**src/rtl/ord_sram_port_pkg.sv**
```systemverilog
// Shared types and constants for the ordinary SRAM word-port adapter.
package ord_sram_port_pkg;

    localparam int unsigned NUM_BYTES_DEF = 8;
    localparam int unsigned OFF_W         = $clog2(NUM_BYTES_DEF);

    // Access size, encoded as log2 of the byte count
    typedef enum logic [1:0] {
        SZ_B = 2'd0,
        SZ_H = 2'd1,
        SZ_W = 2'd2,
        SZ_D = 2'd3
    } size_e;

    typedef enum logic [1:0] {
        StIdle    = 2'd0,
        StIssue   = 2'd1,
        StCapture = 2'd2,
        StResp    = 2'd3
    } state_e;

endpackage

```
**src/rtl/ord_sram_port_if.sv**
```systemverilog
// Client-side request/response bus of the SRAM port adapter, with two-flag taint shadows.
interface ord_sram_port_if #(
    parameter int unsigned DATA_WIDTH = 64,
    parameter int unsigned ADDR_WIDTH = 16,
    parameter int unsigned VLEN       = 64
);
    import ord_sram_port_pkg::*;

    logic                    req_valid;
    logic                    req_ready;
    logic                    req_we;
    logic [ADDR_WIDTH+2:0]   req_addr;
    size_e                   req_size;
    logic                    req_signed;
    logic [DATA_WIDTH-1:0]   req_wdata;
    logic [VLEN-1:0]         req_pc;
    logic [ADDR_WIDTH+2:0]   req_addr_t0;
    logic [ADDR_WIDTH+2:0]   req_addr_t1;
    logic [DATA_WIDTH-1:0]   req_wdata_t0;
    logic [DATA_WIDTH-1:0]   req_wdata_t1;

    logic                    resp_valid;
    logic                    resp_ready;
    logic [DATA_WIDTH-1:0]   resp_rdata;
    logic                    resp_err;
    logic [DATA_WIDTH-1:0]   resp_rdata_t0;
    logic [DATA_WIDTH-1:0]   resp_rdata_t1;

    // Load/store client
    modport master (
        output req_valid, req_we, req_addr, req_size, req_signed, req_wdata, req_pc,
               req_addr_t0, req_addr_t1, req_wdata_t0, req_wdata_t1, resp_ready,
        input  req_ready, resp_valid, resp_rdata, resp_err, resp_rdata_t0, resp_rdata_t1
    );

    // Adapter
    modport slave (
        input  req_valid, req_we, req_addr, req_size, req_signed, req_wdata, req_pc,
               req_addr_t0, req_addr_t1, req_wdata_t0, req_wdata_t1, resp_ready,
        output req_ready, resp_valid, resp_rdata, resp_err, resp_rdata_t0, resp_rdata_t1
    );

endinterface

```
**src/rtl/ord_sram_port_align.sv**
```systemverilog
// Load alignment: shift a word right to the addressed lane and extend it to full width.
// Applied identically to data and taint so the sign-bit taint is what gets replicated.
module ord_sram_port_align
    import ord_sram_port_pkg::*;
#(
    parameter int unsigned DATA_WIDTH = 64
) (
    input  logic [DATA_WIDTH-1:0] i_word,
    input  logic [OFF_W-1:0]      i_off,
    input  size_e                 i_size,
    input  logic                  i_signed,
    output logic [DATA_WIDTH-1:0] o_word
);

    logic [DATA_WIDTH-1:0] w_shift;

    assign w_shift = i_word >> {i_off, 3'b000};

    // Extend the low 2^size bytes of the shifted word
    always_comb begin
        o_word = w_shift;
        unique case (i_size)
            SZ_B: o_word = {{(DATA_WIDTH-8){i_signed & w_shift[7]}},   w_shift[7:0]};
            SZ_H: o_word = {{(DATA_WIDTH-16){i_signed & w_shift[15]}}, w_shift[15:0]};
            SZ_W: o_word = {{(DATA_WIDTH-32){i_signed & w_shift[31]}}, w_shift[31:0]};
            SZ_D: o_word = w_shift;
            default: o_word = w_shift;
        endcase
    end

endmodule

```
**src/rtl/ord_sram_port.sv**
```systemverilog
// Initiator adapter from a sized, byte-addressed load/store client to the SRAM word port.
// One request in flight; loads return one cycle after the SRAM request.
module ord_sram_port
    import ord_sram_port_pkg::*;
#(
    parameter int unsigned DATA_WIDTH = 64,
    parameter int unsigned NUM_BYTES  = 8,
    parameter int unsigned ADDR_WIDTH = 16,
    parameter int unsigned VLEN       = 64
) (
    input  logic                  clk_i,
    input  logic                  rst_i,
    ord_sram_port_if.slave        bus,
    output logic                  sram_req_o,
    output logic                  sram_we_o,
    output logic [ADDR_WIDTH-1:0] sram_addr_o,
    output logic [DATA_WIDTH-1:0] sram_wdata_o,
    output logic [NUM_BYTES-1:0]  sram_be_o,
    output logic [VLEN-1:0]       sram_pc_o,
    output logic [ADDR_WIDTH-1:0] sram_addr_t0_o,
    output logic [ADDR_WIDTH-1:0] sram_addr_t1_o,
    output logic [DATA_WIDTH-1:0] sram_wdata_t0_o,
    output logic [DATA_WIDTH-1:0] sram_wdata_t1_o,
    input  logic [DATA_WIDTH-1:0] sram_rdata_i,
    input  logic [DATA_WIDTH-1:0] sram_rdata_t0_i,
    input  logic [DATA_WIDTH-1:0] sram_rdata_t1_i
);

    state_e                r_state, w_state_next;
    logic                  r_we, r_signed, r_off_t0, r_off_t1;
    size_e                 r_size;
    logic [OFF_W-1:0]      r_off;
    logic [ADDR_WIDTH-1:0] r_addr, r_addr_t0, r_addr_t1;
    logic [DATA_WIDTH-1:0] r_wdata, r_wdata_t0, r_wdata_t1;
    logic [NUM_BYTES-1:0]  r_be;
    logic [VLEN-1:0]       r_pc;
    logic                  r_resp_err;
    logic [DATA_WIDTH-1:0] r_resp_rdata, r_resp_t0, r_resp_t1;

    logic                  w_req_ready, w_resp_valid, w_sram_req, w_sram_we;
    logic                  w_accept, w_misalign;
    logic [OFF_W-1:0]      w_off;
    logic [NUM_BYTES-1:0]  w_be_base;
    logic [DATA_WIDTH-1:0] w_ld_data, w_ld_t0, w_ld_t1;

    assign w_off     = bus.req_addr[OFF_W-1:0];
    assign w_accept  = bus.req_valid & w_req_ready;
    assign w_be_base = NUM_BYTES'((1 << (1 << bus.req_size)) - 1);

    // Natural alignment: the low size bits of the byte address must be zero
    always_comb begin
        w_misalign = 1'b0;
        unique case (bus.req_size)
            SZ_B: w_misalign = 1'b0;
            SZ_H: w_misalign = w_off[0];
            SZ_W: w_misalign = |w_off[1:0];
            SZ_D: w_misalign = |w_off;
            default: w_misalign = 1'b0;
        endcase
    end

    // FSM state register
    always_ff @(posedge clk_i or posedge rst_i) begin
        if (rst_i) r_state <= StIdle;
        else       r_state <= w_state_next;
    end

    // FSM next state and handshake/strobe outputs
    always_comb begin
        w_state_next = r_state;
        w_req_ready  = 1'b0;
        w_resp_valid = 1'b0;
        w_sram_req   = 1'b0;
        w_sram_we    = 1'b0;
        unique case (r_state)
            StIdle: begin
                w_req_ready = 1'b1;
                if (bus.req_valid) w_state_next = w_misalign ? StResp : StIssue;
            end
            StIssue: begin
                w_sram_req   = 1'b1;
                w_sram_we    = r_we;
                w_state_next = r_we ? StResp : StCapture;
            end
            StCapture: w_state_next = StResp;
            StResp: begin
                w_resp_valid = 1'b1;
                if (bus.resp_ready) w_state_next = StIdle;
            end
            default: w_state_next = StIdle;
        endcase
    end

    ord_sram_port_align #(.DATA_WIDTH(DATA_WIDTH)) u_align_data (
        .i_word(sram_rdata_i), .i_off(r_off), .i_size(r_size), .i_signed(r_signed),
        .o_word(w_ld_data)
    );
    ord_sram_port_align #(.DATA_WIDTH(DATA_WIDTH)) u_align_t0 (
        .i_word(sram_rdata_t0_i), .i_off(r_off), .i_size(r_size), .i_signed(r_signed),
        .o_word(w_ld_t0)
    );
    ord_sram_port_align #(.DATA_WIDTH(DATA_WIDTH)) u_align_t1 (
        .i_word(sram_rdata_t1_i), .i_off(r_off), .i_size(r_size), .i_signed(r_signed),
        .o_word(w_ld_t1)
    );

    // Request fields are captured on accept; response is built on error, store issue or capture
    always_ff @(posedge clk_i or posedge rst_i) begin
        if (rst_i) begin
            r_we         <= 1'b0;
            r_signed     <= 1'b0;
            r_size       <= SZ_B;
            r_off        <= '0;
            r_off_t0     <= 1'b0;
            r_off_t1     <= 1'b0;
            r_addr       <= '0;
            r_addr_t0    <= '0;
            r_addr_t1    <= '0;
            r_wdata      <= '0;
            r_wdata_t0   <= '0;
            r_wdata_t1   <= '0;
            r_be         <= '0;
            r_pc         <= '0;
            r_resp_err   <= 1'b0;
            r_resp_rdata <= '0;
            r_resp_t0    <= '0;
            r_resp_t1    <= '0;
        end else begin
            if (w_accept && !w_misalign) begin
                r_we       <= bus.req_we;
                r_signed   <= bus.req_signed;
                r_size     <= bus.req_size;
                r_off      <= w_off;
                r_off_t0   <= |bus.req_addr_t0[OFF_W-1:0];
                r_off_t1   <= |bus.req_addr_t1[OFF_W-1:0];
                r_addr     <= bus.req_addr[ADDR_WIDTH+OFF_W-1:OFF_W];
                r_addr_t0  <= bus.req_addr_t0[ADDR_WIDTH+OFF_W-1:OFF_W];
                r_addr_t1  <= bus.req_addr_t1[ADDR_WIDTH+OFF_W-1:OFF_W];
                r_wdata    <= bus.req_wdata << {w_off, 3'b000};
                r_wdata_t0 <= bus.req_wdata_t0 << {w_off, 3'b000};
                r_wdata_t1 <= bus.req_wdata_t1 << {w_off, 3'b000};
                r_be       <= w_be_base << w_off;
                r_pc       <= bus.req_pc;
            end
            if (w_accept && w_misalign) begin
                r_resp_err   <= 1'b1;
                r_resp_rdata <= '0;
                r_resp_t0    <= {DATA_WIDTH{|bus.req_addr_t0}};
                r_resp_t1    <= {DATA_WIDTH{|bus.req_addr_t1}};
            end
            if (r_state == StIssue && r_we) begin
                r_resp_err   <= 1'b0;
                r_resp_rdata <= '0;
                r_resp_t0    <= '0;
                r_resp_t1    <= '0;
            end
            if (r_state == StCapture) begin
                r_resp_err   <= 1'b0;
                r_resp_rdata <= w_ld_data;
                // A tainted byte offset taints which lanes were selected, hence the whole result
                r_resp_t0    <= r_off_t0 ? '1 : w_ld_t0;
                r_resp_t1    <= r_off_t1 ? '1 : w_ld_t1;
            end
        end
    end

    assign bus.req_ready     = w_req_ready;
    assign bus.resp_valid    = w_resp_valid;
    assign bus.resp_err      = r_resp_err;
    assign bus.resp_rdata    = r_resp_rdata;
    assign bus.resp_rdata_t0 = r_resp_t0;
    assign bus.resp_rdata_t1 = r_resp_t1;

    assign sram_req_o      = w_sram_req;
    assign sram_we_o       = w_sram_we;
    assign sram_addr_o     = r_addr;
    assign sram_wdata_o    = r_wdata;
    assign sram_be_o       = r_be;
    assign sram_pc_o       = r_pc;
    assign sram_addr_t0_o  = r_addr_t0;
    assign sram_addr_t1_o  = r_addr_t1;
    assign sram_wdata_t0_o = r_wdata_t0;
    assign sram_wdata_t1_o = r_wdata_t1;

endmodule

```
**src/flat_wrapper.sv**
```systemverilog
// flat-port wrapper written by rule: the top's interface ports become plain ports
module ord_sram_port_flat import ord_sram_port_pkg::*;
#(
    parameter int unsigned DATA_WIDTH = 64,
    parameter int unsigned NUM_BYTES  = 8,
    parameter int unsigned ADDR_WIDTH = 16,
    parameter int unsigned VLEN       = 64
)
  (clk_i, rst_i, sram_req_o, sram_we_o, sram_addr_o, sram_wdata_o, sram_be_o, sram_pc_o, sram_addr_t0_o, sram_addr_t1_o, sram_wdata_t0_o, sram_wdata_t1_o, sram_rdata_i, sram_rdata_t0_i, sram_rdata_t1_i, bus_req_valid, bus_req_we, bus_req_addr, bus_req_size, bus_req_signed, bus_req_wdata, bus_req_pc, bus_req_addr_t0, bus_req_addr_t1, bus_req_wdata_t0, bus_req_wdata_t1, bus_resp_ready, bus_req_ready, bus_resp_valid, bus_resp_rdata, bus_resp_err, bus_resp_rdata_t0, bus_resp_rdata_t1);
  ord_sram_port_if #(.DATA_WIDTH(DATA_WIDTH), .ADDR_WIDTH(ADDR_WIDTH), .VLEN(VLEN)) bus_i ();
  input  logic clk_i;
  input  logic rst_i;
  output logic sram_req_o;
  output logic sram_we_o;
  output logic [ADDR_WIDTH-1:0] sram_addr_o;
  output logic [DATA_WIDTH-1:0] sram_wdata_o;
  output logic [NUM_BYTES-1:0] sram_be_o;
  output logic [VLEN-1:0] sram_pc_o;
  output logic [ADDR_WIDTH-1:0] sram_addr_t0_o;
  output logic [ADDR_WIDTH-1:0] sram_addr_t1_o;
  output logic [DATA_WIDTH-1:0] sram_wdata_t0_o;
  output logic [DATA_WIDTH-1:0] sram_wdata_t1_o;
  input  logic [DATA_WIDTH-1:0] sram_rdata_i;
  input  logic [DATA_WIDTH-1:0] sram_rdata_t0_i;
  input  logic [DATA_WIDTH-1:0] sram_rdata_t1_i;
  input wire logic [$bits(bus_i.req_valid)-1:0] bus_req_valid;
  input wire logic [$bits(bus_i.req_we)-1:0] bus_req_we;
  input wire logic [$bits(bus_i.req_addr)-1:0] bus_req_addr;
  input wire logic [$bits(bus_i.req_size)-1:0] bus_req_size;
  input wire logic [$bits(bus_i.req_signed)-1:0] bus_req_signed;
  input wire logic [$bits(bus_i.req_wdata)-1:0] bus_req_wdata;
  input wire logic [$bits(bus_i.req_pc)-1:0] bus_req_pc;
  input wire logic [$bits(bus_i.req_addr_t0)-1:0] bus_req_addr_t0;
  input wire logic [$bits(bus_i.req_addr_t1)-1:0] bus_req_addr_t1;
  input wire logic [$bits(bus_i.req_wdata_t0)-1:0] bus_req_wdata_t0;
  input wire logic [$bits(bus_i.req_wdata_t1)-1:0] bus_req_wdata_t1;
  input wire logic [$bits(bus_i.resp_ready)-1:0] bus_resp_ready;
  output wire logic [$bits(bus_i.req_ready)-1:0] bus_req_ready;
  output wire logic [$bits(bus_i.resp_valid)-1:0] bus_resp_valid;
  output wire logic [$bits(bus_i.resp_rdata)-1:0] bus_resp_rdata;
  output wire logic [$bits(bus_i.resp_err)-1:0] bus_resp_err;
  output wire logic [$bits(bus_i.resp_rdata_t0)-1:0] bus_resp_rdata_t0;
  output wire logic [$bits(bus_i.resp_rdata_t1)-1:0] bus_resp_rdata_t1;
  assign bus_i.req_valid = bus_req_valid;
  assign bus_i.req_we = bus_req_we;
  assign bus_i.req_addr = bus_req_addr;
  assign bus_i.req_size = bus_req_size;
  assign bus_i.req_signed = bus_req_signed;
  assign bus_i.req_wdata = bus_req_wdata;
  assign bus_i.req_pc = bus_req_pc;
  assign bus_i.req_addr_t0 = bus_req_addr_t0;
  assign bus_i.req_addr_t1 = bus_req_addr_t1;
  assign bus_i.req_wdata_t0 = bus_req_wdata_t0;
  assign bus_i.req_wdata_t1 = bus_req_wdata_t1;
  assign bus_i.resp_ready = bus_resp_ready;
  assign bus_req_ready = bus_i.req_ready;
  assign bus_resp_valid = bus_i.resp_valid;
  assign bus_resp_rdata = bus_i.resp_rdata;
  assign bus_resp_err = bus_i.resp_err;
  assign bus_resp_rdata_t0 = bus_i.resp_rdata_t0;
  assign bus_resp_rdata_t1 = bus_i.resp_rdata_t1;
  ord_sram_port #(.DATA_WIDTH(DATA_WIDTH), .NUM_BYTES(NUM_BYTES), .ADDR_WIDTH(ADDR_WIDTH), .VLEN(VLEN)) u_core (.clk_i(clk_i), .rst_i(rst_i), .bus(bus_i), .sram_req_o(sram_req_o), .sram_we_o(sram_we_o), .sram_addr_o(sram_addr_o), .sram_wdata_o(sram_wdata_o), .sram_be_o(sram_be_o), .sram_pc_o(sram_pc_o), .sram_addr_t0_o(sram_addr_t0_o), .sram_addr_t1_o(sram_addr_t1_o), .sram_wdata_t0_o(sram_wdata_t0_o), .sram_wdata_t1_o(sram_wdata_t1_o), .sram_rdata_i(sram_rdata_i), .sram_rdata_t0_i(sram_rdata_t0_i), .sram_rdata_t1_i(sram_rdata_t1_i));
endmodule
```
**config.mk**
```make
export PLATFORM = sky130hd
export DESIGN_NAME = ord_sram_port_flat
export DESIGN_NICKNAME = d
export VERILOG_FILES = /design/src/rtl/ord_sram_port_pkg.sv /design/src/rtl/ord_sram_port_if.sv /design/src/rtl/ord_sram_port_align.sv /design/src/rtl/ord_sram_port.sv /design/src/flat_wrapper.sv
export SDC_FILE = /design/constraint.sdc
export NUM_CORES = 2
export LEC_CHECK = 0
export BUFFER_PORTS_ARGS = -buffer_cell sky130_fd_sc_hd__buf_4
export CORE_AREA = 3 3 398 400
export DETAILED_ROUTE_END_ITERATION = 8
export DIE_AREA = 0 0 401 403
export HOLD_SLACK_MARGIN = 0.05
export PLACE_DENSITY = 0.48
export SYNTH_ARGS = -nofsm -noshare
export SYNTH_HDL_FRONTEND = slang
export SYNTH_HIERARCHICAL = 1
export SYNTH_SLANG_ARGS = --single-unit
export TNS_END_PERCENT = 50
```
**constraint.sdc**
```tcl
create_clock -name clk_i -period 25.3 [get_ports clk_i]
set_input_delay 1.265 -clock clk_i [delete_from_list [all_inputs] [get_ports clk_i]]
set_output_delay 1.265 -clock clk_i [all_outputs]
set_load 0.005 [all_outputs]
```
==> results.cfg <==
[logic_synthesis]
synthTopCellsByCount = 516 x dfrtp_1, 372 x nand2_1, 281 x o21ai_0
ys_warn_count = 6
ys_seq_elements = 516
yosysSeqAreaShare = 0.399
syn_area_um2 = 32300
yosysMostFrequentCell = dfrtp_1
yosysTopAreaCell = dfrtp_1
syn_nets = 3713
synthArstFlopShare = 1.00
syn_inst = 3195
synth-main-ff-cell = dfrtp_1
synth-edff-count = 0
synth.avg_cell_area_um2 = 10.1
post-synth-top-area-fraction = 0.399
ys_types = 53
synth_top_cells_by_area = dfrtp_1 40%, mux2i_1 8.5%, mux4_2 7.3%, mux2_2 5.7%, o21ai_0 4.4%

[floorplan]
die_area_um2 = 162000
fp.dieW_um = 401
start_util = 0.208
rows = 145
io_pins = 1022
die_h_um = 403
coreArea_um2 = 156000

[timing]
fin_setup_tns_ps = 0
hold_slack_ps = 474
finalHoldViolations = 0
skew_ps = 47.5
finalSetupViolations = 0
maxSlewViolCount = 0
fin_crit_sh = 0.154
finalWorstSetupSlack_ps = 21410
slew_headroom = 0.259
rsz0062_at_grt = no
finalCriticalPeriod_ps = 3890
fmax_mhz = 257
worst_slew_pin_slew_ps = 1110

[cts]
post_cts_resized = 0
clk_latency_ps = 690
cts_sinks = 516
cts_tree = built
cts_root_buf = clkbuf_16
clkTransAtPathRegs_ps = 50
h-tree-depth = 3
cts_hold_buf = 0
post-cts-setup-buffer-count = 0
cts_made_buffers = 72
clockBufferDepth = 3

[layout]
final_area_um2 = 43800
syn_to_final_growth_pct = 35.5
finalNetCount = 4531
drive_above_1_share = 0.392

[drt]
antenna_left = 0
drtIter0Drc = 2452
wire_per_inst_um = 26.4
wirelength_um = 162000
remaining_drc_errors = 0
vias = 29800
vias_per_cell = 4.85
drtPass1Iterations = 6

[power_and_ir_drop]
total_leakage_power_uw = 0.0198
finalPower_uw = 5340
peakVddDrop_mv = 0.0870
powerDensity_nw_per_um2 = 122

[global_routing]
grt_pass1_vias = 30200
grt_antenna_before_repair = 34
track_usage = 0.192
overflow = 0
grt_start_max_net_pins = 254
grt_pass1_wl_um = 229000

[setup_path]
reg2reg_from = u_core/r_off[1]$_DFFE_PP0P_
timing.rr.end = u_core/bus.resp_rdata_t1[42]$_DFFE_PP0P_
worstPathRequired_ps = 25810
critPathCaptureType = flop
reg2reg_slack_ps = 21410
startpoint = bus_req_addr[0]
crit_fanout = 253
r2r_cells = 9
critPathArrivalTime_ps = 4410
crit_type = in2reg
cp-start-kind = input port

[job]
maxCapViolCount = 0

[min_path]
hold_class = reg2reg
min_delay_path_depth = 2
hold_path_end = u_core/sram_wdata_o[19]$_DFFE_PP0P_
hold_start = u_core/sram_wdata_o[19]$_DFFE_PP0P_

[outcome]
outcome = finished clean

[placement]
io_buffers = 1021
dpl_cell_area_um2 = 41200
place_ws_ps = 20580
place_congestion = 0.942
dpl.hpwl_um = 122000
through the flow:
stage | utilization | instances
floorplan | - | 3195
CTS | 0.281 | 6127
detailed placement | 0.265 | 5997
global placement | 0.265 | 5997
finish | 0.281 | 6152
global route | 0.281 | 6148
metal layers:
metal  track usage  vias up  part of all wire
li1              -    13400                 -
met1         0.233    14900              0.40
met2         0.324     1286              0.49
met3        0.0429      231             0.068
met4        0.0865        4             0.039
met5             0        -           0.00015
cells in the final DEF, fill, tap and decap left out, drive strengths merged, types with 4 or more instances in the layout:
cell | Yosys | layout
dfrtp | 516 | 516
o21ai | 305 | 305
diode | 0 | 25
nor2 | 220 | 220
nand2 | 372 | 372
o22ai | 25 | 25
clkbuf | 140 | 98
nand3 | 63 | 63
nor4 | 8 | 8
a22o | 64 | 64
nor2b | 37 | 37
mux4 | 105 | 105
inv | 9 | 12
o211ai | 9 | 9
clkinv | 0 | 20
a21o | 25 | 25
o2bb2ai | 21 | 21
a32oi | 27 | 27
o31ai | 79 | 79
and3b | 6 | 6
mux2 | 192 | 192
a22oi | 72 | 72
buf | 187 | 1071
a211oi | 24 | 24
ha | 5 | 5
a21oi | 210 | 210
bufinv | 0 | 5
nand2b | 38 | 38
nand4 | 99 | 99
nor3 | 5 | 5
and2 | 35 | 35
clkinvlp | 0 | 4
mux2i | 276 | 276
flip-flops by register name, indices dropped and copies added (netlist names):
signal and count:
u_core/r_off 3, u_core/sram_be_o 8, u_core/sram_addr_t1_o 16, u_core/r_off_t1 1, u_core/r_we 1, u_core/sram_addr_o 16
u_core/bus.resp_rdata 64, u_core/sram_pc_o 64, u_core/r_signed 1, u_core/r_size 2, u_core/bus.resp_rdata_t1 64, u_core/bus.resp_err 1
u_core/bus.resp_rdata_t0 64, u_core/sram_addr_t0_o 16, u_core/sram_wdata_t0_o 64, u_core/sram_wdata_o 64, u_core/r_state 2, u_core/sram_wdata_t1_o 64
u_core/r_off_t0 1
cell families after synthesis:
logic type      Yosys count  synth area share
simple gates            893             0.143
compound gates          872             0.170
mux                     573             0.226
flops                   516             0.399
buf+inv                 336            0.0596
fa+ha+maj                 5           0.00194
worst max-delay path: stages:
cell and delay [ps]:
buf_8 510, a21oi_1 510, o21bai_4 290, buf_4 660, buf_12 680, o21ai_0 230
cell type report:
cell class / instances / area, um2
fill: 16600 / 112000
clock inverter: 32 / 454
inverter: 9 / 42.5
tap: 2058 / 2570
timing repair buffer: 1071 / 8090
clock buffer: 98 / 2040
sequential: 516 / 12900
antenna: 25 / 62.6
multi-input combinational: 2343 / 17600
where the power goes:
group | switching, uW | total, uW | internal, uW
sequential | 294 | 1500 | 1210
clock | 442 | 1070 | 627
combinational | 1520 | 2770 | 1250
total | 2250 | 5340 | 3090
how the worst max path moves through the flow:
stage | endpoint | slack [ps]
4_1_cts | u_core/sram_addr_t1_o[8]$_DFFE_PP0P_ | 21330
3_5_place_dp | u_core/sram_addr_t1_o[6]$_DFFE_PP0P_ | 20580
5_1_grt | u_core/sram_addr_t1_o[6]$_DFFE_PP0P_ | 21010
3_3_place_gp | u_core/sram_addr_t1_o[7]$_DFFE_PP0P_ | 20620
6_report | u_core/sram_wdata_o[52]$_DFFE_PP0P_ | 21410
2_1_floorplan | u_core/bus.resp_err$_DFFE_PP0P_ | 9620
(Power assumes the default switching activity.)
